[config.mk]
export PLATFORM = sky130hd
export DESIGN_NAME = z_match_event_monitor
export DESIGN_NICKNAME = d
export VERILOG_FILES = /design/src/rtl/z_match_event_monitor.sv
export SDC_FILE = /design/constraint.sdc
export NUM_CORES = 1
export LEC_CHECK = 0
export BUFFER_PORTS_ARGS = -buffer_cell sky130_fd_sc_hd__buf_2
export CORE_ASPECT_RATIO = 2
export CORE_MARGIN = 10
export CORE_UTILIZATION = 40
export CTS_BUF_LIST = sky130_fd_sc_hd__clkbuf_2 sky130_fd_sc_hd__clkbuf_4 sky130_fd_sc_hd__clkbuf_8
export DETAILED_ROUTE_END_ITERATION = 8
export GPL_TIMING_DRIVEN = 0
export PLACE_DENSITY = 0.65
export SETUP_SLACK_MARGIN = 0.3
export SYNTH_ARGS = -nofsm -noshare
export SYNTH_HDL_FRONTEND = slang
export SYNTH_SLANG_ARGS = --single-unit
export TNS_END_PERCENT = 10
[constraint.sdc]
create_clock -name CK -period 3.1 [get_ports CK]
set_clock_uncertainty 0.2 [all_clocks]
set_input_delay 0.465 -clock CK [delete_from_list [all_inputs] [get_ports CK]]
set_output_delay 0.465 -clock CK [all_outputs]
set_load 0.02 [all_outputs]
[src/rtl/z_match_event_monitor.sv]
// Z rising-edge monitor: stamps accepted edges with a free-running counter and queues them.
// Optional glitch filter (two-sample qualification) enabled by defining ZMON_GLITCH_FILTER_EN.
module z_match_event_monitor #(
  parameter int unsigned TS_W    = 16,
  parameter int unsigned DEPTH   = 4,
  parameter int unsigned HOLDOFF = 3,
  parameter int unsigned DROP_W  = 8
) (
  input  logic                     CK,
  input  logic                     RST_N,
  input  logic                     Z,
  input  logic                     EN,
  input  logic                     CLR,
  input  logic                     OUT_READY,
  output logic                     OUT_VALID,
  output logic [TS_W-1:0]          OUT_TS,
  output logic [$clog2(DEPTH):0]   FIFO_LVL,
  output logic                     OVF,
  output logic [DROP_W-1:0]        DROP_CNT
);

  localparam int unsigned AW = $clog2(DEPTH);
  localparam int unsigned LW = AW + 1;
  localparam int unsigned HW = (HOLDOFF > 1) ? $clog2(HOLDOFF + 1) : 1;

  typedef enum logic [1:0] {StIdle, StArmed, StHold} state_e;

  state_e            state_q, state_d;
  logic [HW-1:0]     hcnt_q, hcnt_d;
  logic [TS_W-1:0]   ts_q, ts_d;
  logic              z_q, z_d;
  logic [AW-1:0]     wr_ptr_q, wr_ptr_d;
  logic [AW-1:0]     rd_ptr_q, rd_ptr_d;
  logic [LW-1:0]     lvl_q, lvl_d;
  logic              ovf_q, ovf_d;
  logic [DROP_W-1:0] drop_q, drop_d;
  logic [TS_W-1:0]   mem_q [DEPTH];

  logic evt, accept, full, empty, pop, push, drop;

`ifdef ZMON_GLITCH_FILTER_EN
  // Z must be seen high on two consecutive samples before it counts as a rise.
  logic zf, zf_q;
  always_comb begin
    zf  = Z & z_q;
    evt = zf & ~zf_q;
  end

  always_ff @(posedge CK or negedge RST_N) begin
    if (!RST_N) zf_q <= 1'b1;
    else        zf_q <= zf;
  end
`else
  always_comb begin
    evt = Z & ~z_q;
  end
`endif

  always_comb begin
    ts_d = ts_q + 1'b1;
    z_d  = Z;
  end

  always_comb begin
    state_d = state_q;
    hcnt_d  = hcnt_q;
    accept  = 1'b0;
    unique case (state_q)
      StIdle: begin
        if (EN) state_d = StArmed;
      end
      StArmed: begin
        if (evt) begin
          accept = 1'b1;
          if (HOLDOFF != 0) begin
            state_d = StHold;
            hcnt_d  = HW'(HOLDOFF);
          end
        end
      end
      StHold: begin
        hcnt_d = hcnt_q - 1'b1;
        if (hcnt_q <= HW'(1)) state_d = StArmed;
      end
      default: state_d = StIdle;
    endcase
    // Disabling wins over every transition, but an edge this cycle was already accepted.
    if (!EN) state_d = StIdle;
  end

  always_comb begin
    empty    = (lvl_q == '0);
    full     = (lvl_q == LW'(DEPTH));
    pop      = ~empty & OUT_READY;
    push     = accept & (~full | pop);
    drop     = accept & full & ~pop;
    wr_ptr_d = wr_ptr_q;
    rd_ptr_d = rd_ptr_q;
    lvl_d    = lvl_q;
    ovf_d    = ovf_q;
    drop_d   = drop_q;
    if (CLR) begin
      wr_ptr_d = '0;
      rd_ptr_d = '0;
      lvl_d    = '0;
      ovf_d    = 1'b0;
      drop_d   = '0;
    end else begin
      if (push) wr_ptr_d = wr_ptr_q + 1'b1;
      if (pop)  rd_ptr_d = rd_ptr_q + 1'b1;
      if (push && !pop)      lvl_d = lvl_q + 1'b1;
      else if (pop && !push) lvl_d = lvl_q - 1'b1;
      if (drop) begin
        ovf_d = 1'b1;
        if (drop_q != '1) drop_d = drop_q + 1'b1;
      end
    end
  end

  always_ff @(posedge CK or negedge RST_N) begin
    if (!RST_N) begin
      state_q  <= StIdle;
      hcnt_q   <= '0;
      ts_q     <= '0;
      z_q      <= 1'b1;
      wr_ptr_q <= '0;
      rd_ptr_q <= '0;
      lvl_q    <= '0;
      ovf_q    <= 1'b0;
      drop_q   <= '0;
    end else begin
      state_q  <= state_d;
      hcnt_q   <= hcnt_d;
      ts_q     <= ts_d;
      z_q      <= z_d;
      wr_ptr_q <= wr_ptr_d;
      rd_ptr_q <= rd_ptr_d;
      lvl_q    <= lvl_d;
      ovf_q    <= ovf_d;
      drop_q   <= drop_d;
    end
  end

  // Storage needs no reset: OUT_TS is masked whenever the FIFO is empty.
  always_ff @(posedge CK) begin
    if (push && !CLR) mem_q[wr_ptr_q] <= ts_q;
  end

  always_comb begin
    OUT_VALID = ~empty;
    OUT_TS    = empty ? '0 : mem_q[rd_ptr_q];
    FIFO_LVL  = lvl_q;
    OVF       = ovf_q;
    DROP_CNT  = drop_q;
  end

endmodule

======== After elaboration in Yosys (flattened, before gate mapping) ========
Memories as Yosys holds them, arrays and structs flattened.
Index checks and enable logic that the tools add are counted.
word-level totals
  memories kept ........................... 1
  register bits ........................... 37
  logic and storage cells ................. 75
  bits in writable memories ............... 64
  bits of input ports ..................... 6
memories
  name   depth  width  rd ports  clocked after Yosys merged registers in  write ports  line  RTL
  mem_q  4      16     1         0                                        1            37    logic [TS_W-1:0] mem_q [DEPTH];
operators by class
  magnitude comparators ................... 1
  multiplexer cells ....................... 23
  bitwise gates (word level) .............. 10
  eq/ne operators ......................... 7
  add/sub/neg operators ................... 7
  reductions and logical operators ........ 17
operators with widths
  cell                                                 number
  two-way mux 8 bit                                    3
  adder 16 x 1 -> 16 bit, second input constant        1
  two-way mux 16 bit                                   1
  two-way mux 2 bit                                    8
  nonzero test 2 bit                                   5
  two-way mux 3 bit                                    3
  adder 8 x 1 -> 8 bit, second input constant          1
  inequality test 8 bit, second input constant         1
  two-way mux 1 bit                                    6
  inequality test 3 bit, second input constant         2
  one-hot mux 2 bit (3 select lines)                   1
  AND reduction 2 bit                                  3
  bitwise AND 1 bit                                    5
  adder 2 x 1 -> 2 bit, second input constant          2
  NOT 1 bit                                            4
  one-hot mux 2 bit (2 select lines)                   1
  adder 3 x 1 -> 3 bit, second input constant          1
  equality test 3 bit, second input constant           1
  logical AND 1 bit                                    3
  zero test 1 bit                                      3
  zero test 3 bit                                      1
  nonzero test 3 bit                                   1
  subtractor 3 x 1 -> 3 bit, second input constant     1
  equality test 2 x 1 -> 1 bit, second input constant  1
  other kinds (6)                                      6

======== Depth between registers and ports, before layout ========
Gate-level depths: netlist of run 1.
  word-level depth ........................ 10
  mapped depth ............................ 9
  mapped depth without buffers ............ 8

======== Worst setup path after synthesis of run 1 ========
No wires, ideal clock.
  path kind ............................... reg-to-reg
  start ................................... register lvl_q[1], in the netlist FIFO_LVL[1]
  end ..................................... register lvl_q[1], in the netlist FIFO_LVL[1]
  cell stages (with the launch flop) ...... 9
  data arrival time ....................... 2.377 ns
  buffers on the path ..................... 2
  data required time ...................... 2.775 ns
  setup time .............................. 0.125 ns
  path slack .............................. 0.398 ns
  cells stage by stage .................... dfrtp_1 buf_6 or3_1 clkbuf_1 a21oi_1 fa_1 inv_1 o21ai_0 a2111oi_0
on the way
  word-level cells in the longest chain between the ends .. 8
ends and longest elaborated chain
  element                                                  line      RTL
  start: declaration                                       34        logic [LW-1:0] lvl_q, lvl_d;
  start signal: assignment                                 138       lvl_q <= lvl_d;
  zero test 3 bit *                                        92        empty = (lvl_q == '0);
  NOT 1 bit *                                              -
  via OUT_VALID                                            15        output logic OUT_VALID,
  bitwise AND 1 bit *                                      94        pop = ~empty & OUT_READY;
  OR 1 bit                                                 95        push = accept & (~full | pop);
  bitwise AND 1 bit                                        95
  logical AND 1 bit or zero test 1 bit (tied branches)     111, 112
  two-way mux 3 bit or logical AND 1 bit (tied branches)   111, 112
  two-way mux 3 bit or nonzero test 3 bit (tied branches)  -
Mark *: on every way through the listed nets, which the timed path passes. The rest lies on a longest branch. The select of a mux whose other input is x is not followed.
A chain may end at the register's enable or synchronous reset.

======== Final worst setup path of run 1 ========
  start ................................... register lvl_q[1], in the netlist FIFO_LVL[1]
  end ..................................... register lvl_q[1], in the netlist FIFO_LVL[1]
on the way
  word-level cells in the longest chain between the ends .. 8
ends and longest elaborated chain
  element                                                  line
  zero test 3 bit                                          92
  NOT 1 bit                                                94
  bitwise AND 1 bit                                        94
  OR 1 bit                                                 95
  bitwise AND 1 bit                                        95
  logical AND 1 bit or zero test 1 bit (tied branches)     111, 112
  two-way mux 3 bit or logical AND 1 bit (tied branches)   111, 112
  two-way mux 3 bit or nonzero test 3 bit (tied branches)  -
Parallel ways exist; a longest one is shown, timed or not. The select of a mux whose other input is x is not followed.

==> results of run 1 <==
stage by stage:
| stage | hold slack [ns] | setup WS, ns | instance area (sq um) |
|---|---|---|---|
| 3_5_place_dp | 0.289 | 0.151 | 4630 |
| 2_1_floorplan | -0.0306 | 0.398 | 4290 |
| 3_3_place_gp | 0.281 | 0.195 | 4630 |
| 4_1_cts | 0.0238 | 0.297 | 4830 |
| 6_report | -0.00504 | 0.357 | 4840 |
| 5_1_grt | 0.0636 | 0.240 | 4840 |
power groups by stage:
| stage | Clock [W] | Combinational (W) | Sequential (W) |
|---|---|---|---|
| 3_5_place_dp | 0 | 0.000314 | 0.00148 |
| 2_1_floorplan | 0 | 0.000210 | 0.00148 |
| 5_1_grt | 0.000844 | 0.000349 | 0.00145 |
| 4_1_cts | 0.000800 | 0.000320 | 0.00145 |
| 6_report | 0.000772 | 0.000312 | 0.00145 |
| 3_3_place_gp | 0 | 0.000308 | 0.00148 |
registers in the layout (all words and copies together) (netlist names):
register	flops
DROP_CNT	8
FIFO_LVL	3
OVF	1
hcnt_q	2
mem_q	64
rd_ptr_q	2
state_q	2
ts_q	16
wr_ptr_q	2
z_q	1
per-layer routing:
| layer | routed length (um) | GRT usage |
|---|---|---|
| met1 | 2940 | 0.115 |
| met2 | 4520 | 0.195 |
| met3 | 309 | 0.0284 |
| met4 | 186 | 0.0486 |
| met5 | 0 | 0 |
worst paths after layout:
kind	slack [ns]	end
setup / recovery	0.36	FIFO_LVL[1]$_DFFE_PN0P_
hold / removal	-0.005	DROP_CNT[5]$_DFFE_PN0P_
setup reg to reg	0.36	FIFO_LVL[1]$_DFFE_PN0P_
hold reg to reg	0.31	OVF$_DFFE_PN0P_
max in group asynchronous	2.15	ts_q[5]$_DFF_PN0_
min in group CK	0.14	state_q[1]$_DFFE_PN0P_
layout by cell type (no fill, tap or decap), types with 2 or more instances in the layout:
| cell type | count |
|---|---|
| or4_1 | 4 |
| a21oi_1 | 7 |
| edfxtp_1 | 64 |
| o21ai_0 | 5 |
| or2_2 | 2 |
| nand2_1 | 15 |
| inv_1 | 10 |
| nor2_1 | 17 |
| inv_6 | 2 |
| ha_1 | 7 |
| buf_4 | 2 |
| xor2_1 | 9 |
| dfrtp_1 | 36 |
| or3_1 | 4 |
| mux4_2 | 16 |
| clkbuf_1 | 4 |
| xnor2_1 | 12 |
| o31ai_1 | 4 |
| clkinv_4 | 2 |
| clkbuf_8 | 9 |
| a31oi_1 | 2 |
| clkbuf_2 | 2 |
| o2111ai_1 | 2 |
| mux2i_1 | 2 |
| buf_2 | 35 |
| and3_1 | 2 |
| nand2b_1 | 3 |
| buf_6 | 2 |
| and2_1 | 20 |
| nand3_1 | 11 |
| nor3_1 | 5 |
kinds of logic after synthesis:
family,after synthesis
compound gates,27
mux,18
buf+inv,22
xor+xnor,21
simple gates,89
fa+ha+maj,8
flops,101
area by class of cell:
| cell class | count | area share |
|---|---|---|
| Sequential cell | 101 | 0.588 |
| Multi-Input combinational cell | 163 | 0.280 |
| Timing Repair Buffer | 34 | 0.0362 |
| Tap cell | 137 | 0.0354 |
| Clock buffer | 9 | 0.0256 |
| Buffer | 12 | 0.0150 |
| Clock inverter | 7 | 0.0119 |
| Inverter | 10 | 0.00775 |
repair_timing:
action                                  in CTS  in global routing
hold buffers                                 1                  0
endpoints found under the hold margin        1                  0
pin swaps                                    0                  0
gates resized for setup                      6                  5
endpoints found under the setup margin      10                 66
==> impl_metrics.yaml, run 1 <==
run_status:
  status: "finished with violations"
  violations: "hold timing"
power:
  seq_power_share: 0.572
  power_switching_w: 0.000662
  combPwrFrac: 0.123
  p_per_area_nw_per_um2: 523
  leakage_nw: 1.91
  p_clk_frac: 0.305
  switching_share: 0.262
  total_power_w: 0.00253
  ir_drop_mv: 0.219
  p_int_w: 0.00187
synthesis:
  synth_top_family_by_area: "simple AND/OR/NAND/NOR gates"
  synth_compound_area_frac: 0.0431
  synth_xor_area_frac: 0.0428
  async_reset_ff_frac: 0.366
  ys_seq_elements: 101
  synthAdderAreaFrac: 0.0251
  yosys_warnings: 0
  synth_ff_type: "edfxtp_1"
  synth_simple_gate_area_frac: 0.115
  synth-edff-count: 64
  synth_area_leaders: "edfxtp_1 (45%), dfrtp_1 (21%), mux4_2 (8.4%), and2_1 (3.1%), xnor2_1 (2.4%)"
  synth_seq_area_share: 0.664
  synth_top_area_share: 0.448
  synthMuxAreaShare: 0.0886
  syn-num-nets: 300
  syn_inst: 286
  synth.avg_cell_area_sq_um: 15.0
  synth_common_cells: "edfxtp_1 (64), dfrtp_1 (36), and2_1 (21)"
  synth_most_common_cell: "edfxtp_1"
  yosysTopAreaCell: "edfxtp_1"
  synth_area_sq_um: 4290
  synth.distinct_cells: 40
timing:
  grt_setup_unrepaired: "true"
  fmax_mhz: 365
  finalMaxSlewViolations: 0
  tightest_slew_ns: 0.878
  slew_headroom: 0.415
  fin_hold_ws_ns: -0.00504
  hold_viol: 4
  tns_ns: 0
  finalCritPeriodShare: 0.885
  setup_viol: 0
  post-route-min-period_ns: 2.74
drt:
  viasPerCell: 5.10
  remaining_drc_errors: 0
  drt_iter0_markers: 141
  wirelength_mm: 7.96
  avgRoutedWirePerCell_um: 16.8
  final_antenna_net_count: 0
  drt-pass1-iter-count: 4
  dr_total_vias: 2412
cells_and_area:
  final_cell_count_no_fill: 473
  drive_gt1_frac: 0.238
  final_util: 0.462
  area_growth_pct: 12.8
  area.sequential_sq_um: 2850
  multi_input_area_sq_um: 1360
  nets: 345
  diodes: 0
  fillers: 992
floorplanning:
  dieArea_sq_um: 15500
  dieHeight_um: 167
  ios: 35
  die_w_um: 93.3
  initial_core_util: 0.410
  core-area_sq_um: 10500
  row_count: 53
setup_path:
  critical_path_class: "reg2reg"
  critPathMaxFanout: 10
  crit_required_ns: 3.14
  crit_slowest_cell: "fa_1"
  r2r_cells: 8
  critPathCaptureType: "register"
  crit_cells: 8
  cp_cell_sequence: "buf_6, or3_1, clkbuf_2, a21oi_2, fa_1, inv_1, o21ai_0, a2111oi_1"
  crit_path_max_incr_delay_ns: 0.45
  cp.arrival_ns: 2.78
  startpoint: "FIFO_LVL[1]$_DFFE_PN0P_"
  critical_path.top_delay_family: "compound AO/OA/AOI/OAI gates"
  crit_buf_inv: 3
  rr_startpoint: "FIFO_LVL[1]$_DFFE_PN0P_"
  worstSetupStartpointType: "register"
clock_tree:
  cts_sinks: 101
  clock_latency_ns: 0.36
  numCtsBuffers: 9
  cts_tree: "yes"
  h-tree-depth: 3
  cts-root-buf: "clkbuf_8"
  clock_path_buffers: 2
  cts_setup_buffers: 0
  path_clk_slew_ns: 0.10
placement:
  port_buffers: 33
  gp_congestion: 0.804
  dpl.hpwl_mm: 5.62
  placedCellCount: 456
flow_run:
  cap_violations: 0
global_routing:
  overflow: 0
  grt_max_degree: 38
  antenna_found_initial: 0
  grt_pass1_vias: 2527
  grt_pass1_wl_mm: 13.2
  grt.total_usage: 0.109
min_path:
  min_path_type: "in2async"
(Power assumes the default switching activity.)
==> run 2, diff against run 1 <==
clock period = 2.9 ns   (was 3.1 ns; I/O delays follow)
==> impl_metrics.yaml, run 2 (synthesized netlist as in run 1, its figures left out) <==
timing:
  fmax_mhz: 380
  postLayoutSetupSlackWorst_ns: 0.266
  tightest_slew_ns: 0.877
  tns_ns: 0
  setup_viol: 0
  hold_viol: 16
  fin_hold_ws_ns: -0.00787
  slew_headroom: 0.415
  finalMaxSlewViolations: 0
  grt_setup_unrepaired: "true"
  finalCritPeriodShare: 0.908
  post-route-min-period_ns: 2.63
placement:
  dp_slack_ns: 0.0392
  port_buffers: 33
  dpl.hpwl_mm: 5.38
  placedCellCount: 456
  postPlaceCellArea_sq_um: 4630
  gp_congestion: 0.756
run_status:
  violations: "hold timing"
  status: "finished with violations"
drt:
  wl_met2_mm: 4.43
  dr_total_vias: 2406
  remaining_drc_errors: 0
  drt_iter0_markers: 108
  final_antenna_net_count: 0
  drt-met1-wl_mm: 3.01
  viasPerCell: 5.07
  wl_met3_um: 249
  avgRoutedWirePerCell_um: 16.5
  wirelength_mm: 7.84
  drt-pass1-iter-count: 4
  highest_layer: "met4"
setup_path:
  rr_startpoint: "FIFO_LVL[0]$_DFFE_PN0P_"
  r2r_cells: 7
  worstSetupStartpointType: "register"
  cp.arrival_ns: 2.67
  r2r-end: "FIFO_LVL[1]$_DFFE_PN0P_"
  critPathCaptureType: "register"
  critPathMaxFanout: 8
  critical_path_class: "reg2reg"
  crit_required_ns: 2.94
  reg2reg_slack_ns: 0.27
clock_tree:
  clock_latency_ns: 0.35
  h-tree-depth: 3
  path_clk_slew_ns: 0.09
  cts-root-buf: "clkbuf_8"
  cts_sinks: 101
  clock_path_buffers: 2
  cts_tree: "yes"
  numCtsBuffers: 9
floorplanning:
  ios: 35
  die_w_um: 93.3
  initial_core_util: 0.410
  dieHeight_um: 167
  core-area_sq_um: 10500
  row_count: 53
  dieArea_sq_um: 15500
min_path:
  min_path_type: "in2async"
cells_and_area:
  area_growth_pct: 14.6
  final_cell_mix: "edfxtp_1 (64), dfrtp_1 (35), buf_2 (34)"
  largest_reg_flops: 64
  final_util: 0.469
  nets: 347
  drive_gt1_frac: 0.257
  mostFrequentLayoutCell: "edfxtp_1"
  post-route-cell-area_sq_um: 4920
  final_cell_count_no_fill: 475
  fillers: 983
  top_register: "mem_q"
  diodes: 0
power:
  combPwrFrac: 0.131
  p_int_w: 0.00209
  ir_drop_mv: 0.325
  seq_power_share: 0.561
  p_clk_frac: 0.309
  p_per_area_nw_per_um2: 561
  power_switching_w: 0.000670
  switching_share: 0.243
  leakage_nw: 1.94
global_routing:
  grt_pass1_wl_mm: 13.4
  overflow: 0
  grt_pass1_vias: 2602
  grt.total_usage: 0.110
  antenna_found_initial: 0
  grt_max_degree: 38
flow_run:
  cap_violations: 0
-- run 2: through the flow --
step,total power [W],hold slack (ns)
after global placement,0.00191,0.290
after global routing,0.00288,0.0281
after floorplan,0.00181,-0.0606
final,0.00276,-0.00787
after detailed placement,0.00191,0.283
after CTS,0.00278,0.00398
-- run 2: worst max-delay path by stage --
stage	start	end	slack [ns]	cells past startpoint
finish	FIFO_LVL[0]$_DFFE_PN0P_	FIFO_LVL[1]$_DFFE_PN0P_	0.27	7
floorplan	FIFO_LVL[1]$_DFFE_PN0P_	FIFO_LVL[1]$_DFFE_PN0P_	0.33	8
detailed placement	Z	FIFO_LVL[1]$_DFFE_PN0P_	0.04	9
CTS	state_q[1]$_DFFE_PN0P_	FIFO_LVL[1]$_DFFE_PN0P_	0.23	8
global placement	Z	FIFO_LVL[1]$_DFFE_PN0P_	0.12	9
global route	state_q[1]$_DFFE_PN0P_	FIFO_LVL[1]$_DFFE_PN0P_	0.04	8
-- run 2: cell type report --
cell class | count | area, sq um | share of cell area
sequential | 101 | 2850 | 0.579
timing repair buffer | 36 | 190 | 0.0387
tap | 137 | 171 | 0.0349
inverter | 10 | 37.5 | 0.00763
multi-input combinational | 163 | 1380 | 0.280
clock buffer | 9 | 124 | 0.0252
clock inverter | 7 | 65.1 | 0.0132
buffer | 12 | 103 | 0.0209
-- run 2: worst max-delay path, stage by stage, from the launching register on --
cell and delay [ns]:
dfrtp_1 0.50, or3_4 0.44, clkbuf_16 0.16, a21oi_4 0.15, fa_1 0.46, inv_1 0.09, o21ai_0 0.10, a2111oi_2 0.40
-- run 2: power by group through the flow --
stage / combinational, W / clock [W] / sequential [W]
floorplan: 0.000227 / 0 / 0.00158
global placement: 0.000331 / 0 / 0.00158
detailed placement: 0.000335 / 0 / 0.00158
CTS: 0.000367 / 0.000870 / 0.00155
global route: 0.000399 / 0.000927 / 0.00155
finish: 0.000361 / 0.000853 / 0.00155
-- run 2: repair_timing --
| action | 4_1_cts | 5_1_grt |
|---|---|---|
| pin swaps | 4 | 0 |
| hold buffers | 1 | 0 |
| buffers inserted | 2 | 0 |
| gates resized for setup | 16 | 4 |
| setup endpoints to repair | 81 | 66 |
| gates cloned | 0 | 0 |
| endpoints found under the hold margin | 1 | 0 |
-- run 2: per-layer routing --
| metal | global-route usage | up-vias |
|---|---|---|
| met2 | 0.196 | 42 |
| met1 | 0.119 | 1211 |
| met4 | 0.0479 | 0 |
| li1 | - | 1144 |
| met3 | 0.0230 | 9 |
| met5 | 0 | - |
==> run 3, diff against run 2 <==
ABC_AREA = 1   (was not set)
==> impl_metrics.yaml, run 3 <==
synthesis:
  synth.distinct_cells: 29
  async_reset_ff_frac: 0.366
  synth_area_sq_um: 4400
  ys_seq_elements: 101
  synth_most_common_cell: "nor2_1"
  synth_top_area_share: 0.437
  synth_area_leaders: "edfxtp_1 (44%), dfrtp_1 (20%), nor2_1 (7.2%), o21ai_0 (4.2%), inv_1 (3.2%)"
  synth_seq_area_share: 0.648
  yosys_warnings: 0
  synth-edff-count: 64
  syn-num-nets: 420
  synth_common_cells: "nor2_1 (84), edfxtp_1 (64), inv_1 (38)"
  synth_ff_type: "edfxtp_1"
  syn_inst: 406
  yosysTopAreaCell: "edfxtp_1"
  synth.avg_cell_area_sq_um: 10.8
global_routing:
  grt_pass1_wl_mm: 15.1
  overflow: 0
  grt.total_usage: 0.123
  grt_max_degree: 38
  grt_pass1_vias: 3108
  antenna_found_initial: 0
timing:
  slew_headroom: 0.352
  fmax_mhz: 399
  finalMaxSlewViolations: 0
  tightest_slew_ns: 0.971
  hold_viol: 0
  tns_ns: 0
  postLayoutSetupSlackWorst_ns: 0.395
  post-route-min-period_ns: 2.51
  finalCritPeriodShare: 0.864
  grt_setup_unrepaired: "true"
  fin_hold_ws_ns: 0.159
  setup_viol: 0
setup_path:
  critPathCaptureType: "output port"
  crit_required_ns: 2.27
  worstSetupStartpointType: "register"
  critical_path_class: "reg2out"
  cp.arrival_ns: 1.87
  critPathMaxFanout: 10
cells_and_area:
  largest_reg_flops: 64
  final_util: 0.464
  final_cell_mix: "nor2_1 (80), edfxtp_1 (64), buf_2 (41)"
  nets: 468
  area_growth_pct: 14.1
  drive_gt1_frac: 0.181
  top_register: "mem_q"
  mostFrequentLayoutCell: "nor2_1"
  diodes: 0
floorplanning:
  row_count: 54
  dieArea_sq_um: 15800
  core-area_sq_um: 10800
  die_w_um: 94.1
  initial_core_util: 0.407
  ios: 35
  dieHeight_um: 168
clock_tree:
  clock_path_buffers: 2
  cts_tree: "yes"
  path_clk_slew_ns: 0.09
  h-tree-depth: 3
  clock_latency_ns: 0.37
  numCtsBuffers: 9
  cts_sinks: 101
  cts-root-buf: "clkbuf_8"
min_path:
  min_path_type: "in2reg"
drt:
  avgRoutedWirePerCell_um: 15.7
  final_antenna_net_count: 0
  drt_iter0_markers: 219
  remaining_drc_errors: 0
  viasPerCell: 5.00
  dr_total_vias: 2993
  drt-pass1-iter-count: 4
  wirelength_mm: 9.38
placement:
  port_buffers: 33
  dpl.hpwl_mm: 6.75
  dp_slack_ns: 0.377
  gp_congestion: 0.809
power:
  leakage_nw: 2.03
  p_per_area_nw_per_um2: 745
  total_power_w: 0.00374
  ir_drop_mv: 0.504
run_status:
  status: "completed"
flow_run:
  cap_violations: 0
-- run 3: stage by stage --
| step | instances | instance area, sq um |
|---|---|---|
| finish | 599 | 5020 |
| global route | 599 | 5020 |
| CTS | 599 | 5010 |
| detailed placement | 581 | 4780 |
| global placement | 579 | 4740 |
| floorplan | 406 | 4400 |
-- run 3: what timing repair did --
item	in CTS	in global routing
buffers inserted	0	0
hold buffers	2	0
endpoints found under the hold margin	22	0
resized for setup	2	5
setup endpoints to repair	16	11
-- run 3: cell families (layout without fill, tap and decap cells) --
family / after synthesis / after routing / synth area share
AOI/OAI and AO/OA: 65 / 65 / 0.0760
xor gates and xnor gates: 18 / 18 / 0.0359
adders and majority gates: 8 / 8 / 0.0245
buffers and inverters: 52 / 105 / 0.0470
DFF: 101 / 101 / 0.648
and+or+nand+nor: 162 / 162 / 0.169
-- run 3: final cells by class --
class                      count  area (sq um)
fill                        1014          5790
sequential                   101          2850
clock inverter                 7          90.1
tap                          140           175
clock buffer                   9           124
timing repair buffer          37           215
inverter                      39           146
multi-input combinational    253          1350
buffer                        13          67.6
-- run 3: layer usage --
| metal | vias to the layer above | wire (um) | part of all wire | global-route usage |
|---|---|---|---|---|
| met2 | 79 | 5210 | 0.56 | 0.224 |
| met3 | 16 | 320 | 0.034 | 0.0245 |
| met4 | 0 | 246 | 0.026 | 0.0651 |
| li1 | 1459 | - | - | - |
| met1 | 1439 | 3600 | 0.38 | 0.124 |
| met5 | - | 0 | 0 | 0 |
-- run 3: worst max-delay path: stages (launching register included) --
cell and delay, ns:
dfrtp_1 0.43, nor2_4 0.15, nand2_2 0.11, inv_1 0.24
buf_2 0.31, a21oi_1 0.09, buf_2 0.17
-- run 3: worst paths after layout --
path,startpoint,depth (start not counted),slack [ns],endpoint
setup / recovery,FIFO_LVL[1]$_DFFE_PN0P_,6,0.39,OUT_TS[13]
hold / removal,CLR,2,0.16,DROP_CNT[1]$_DFFE_PN0P_
setup reg to reg,state_q[1]$_DFFE_PN0P_,5,0.51,mem_q[1][12]$_DFFE_PP_
hold reg to reg,hcnt_q[0]$_DFFE_PN0P_,1,0.29,hcnt_q[0]$_DFFE_PN0P_
max in group asynchronous,RST_N,2,1.42,ts_q[1]$_DFF_PN0_
min in group asynchronous,RST_N,2,0.52,ts_q[11]$_DFF_PN0_
-- run 3: power by group --
group          switching [W]  internal (W)  leakage, nW
registers          0.0000425       0.00158         1.04
clock network       0.000462      0.000481        0.107
logic               0.000833      0.000345        0.882
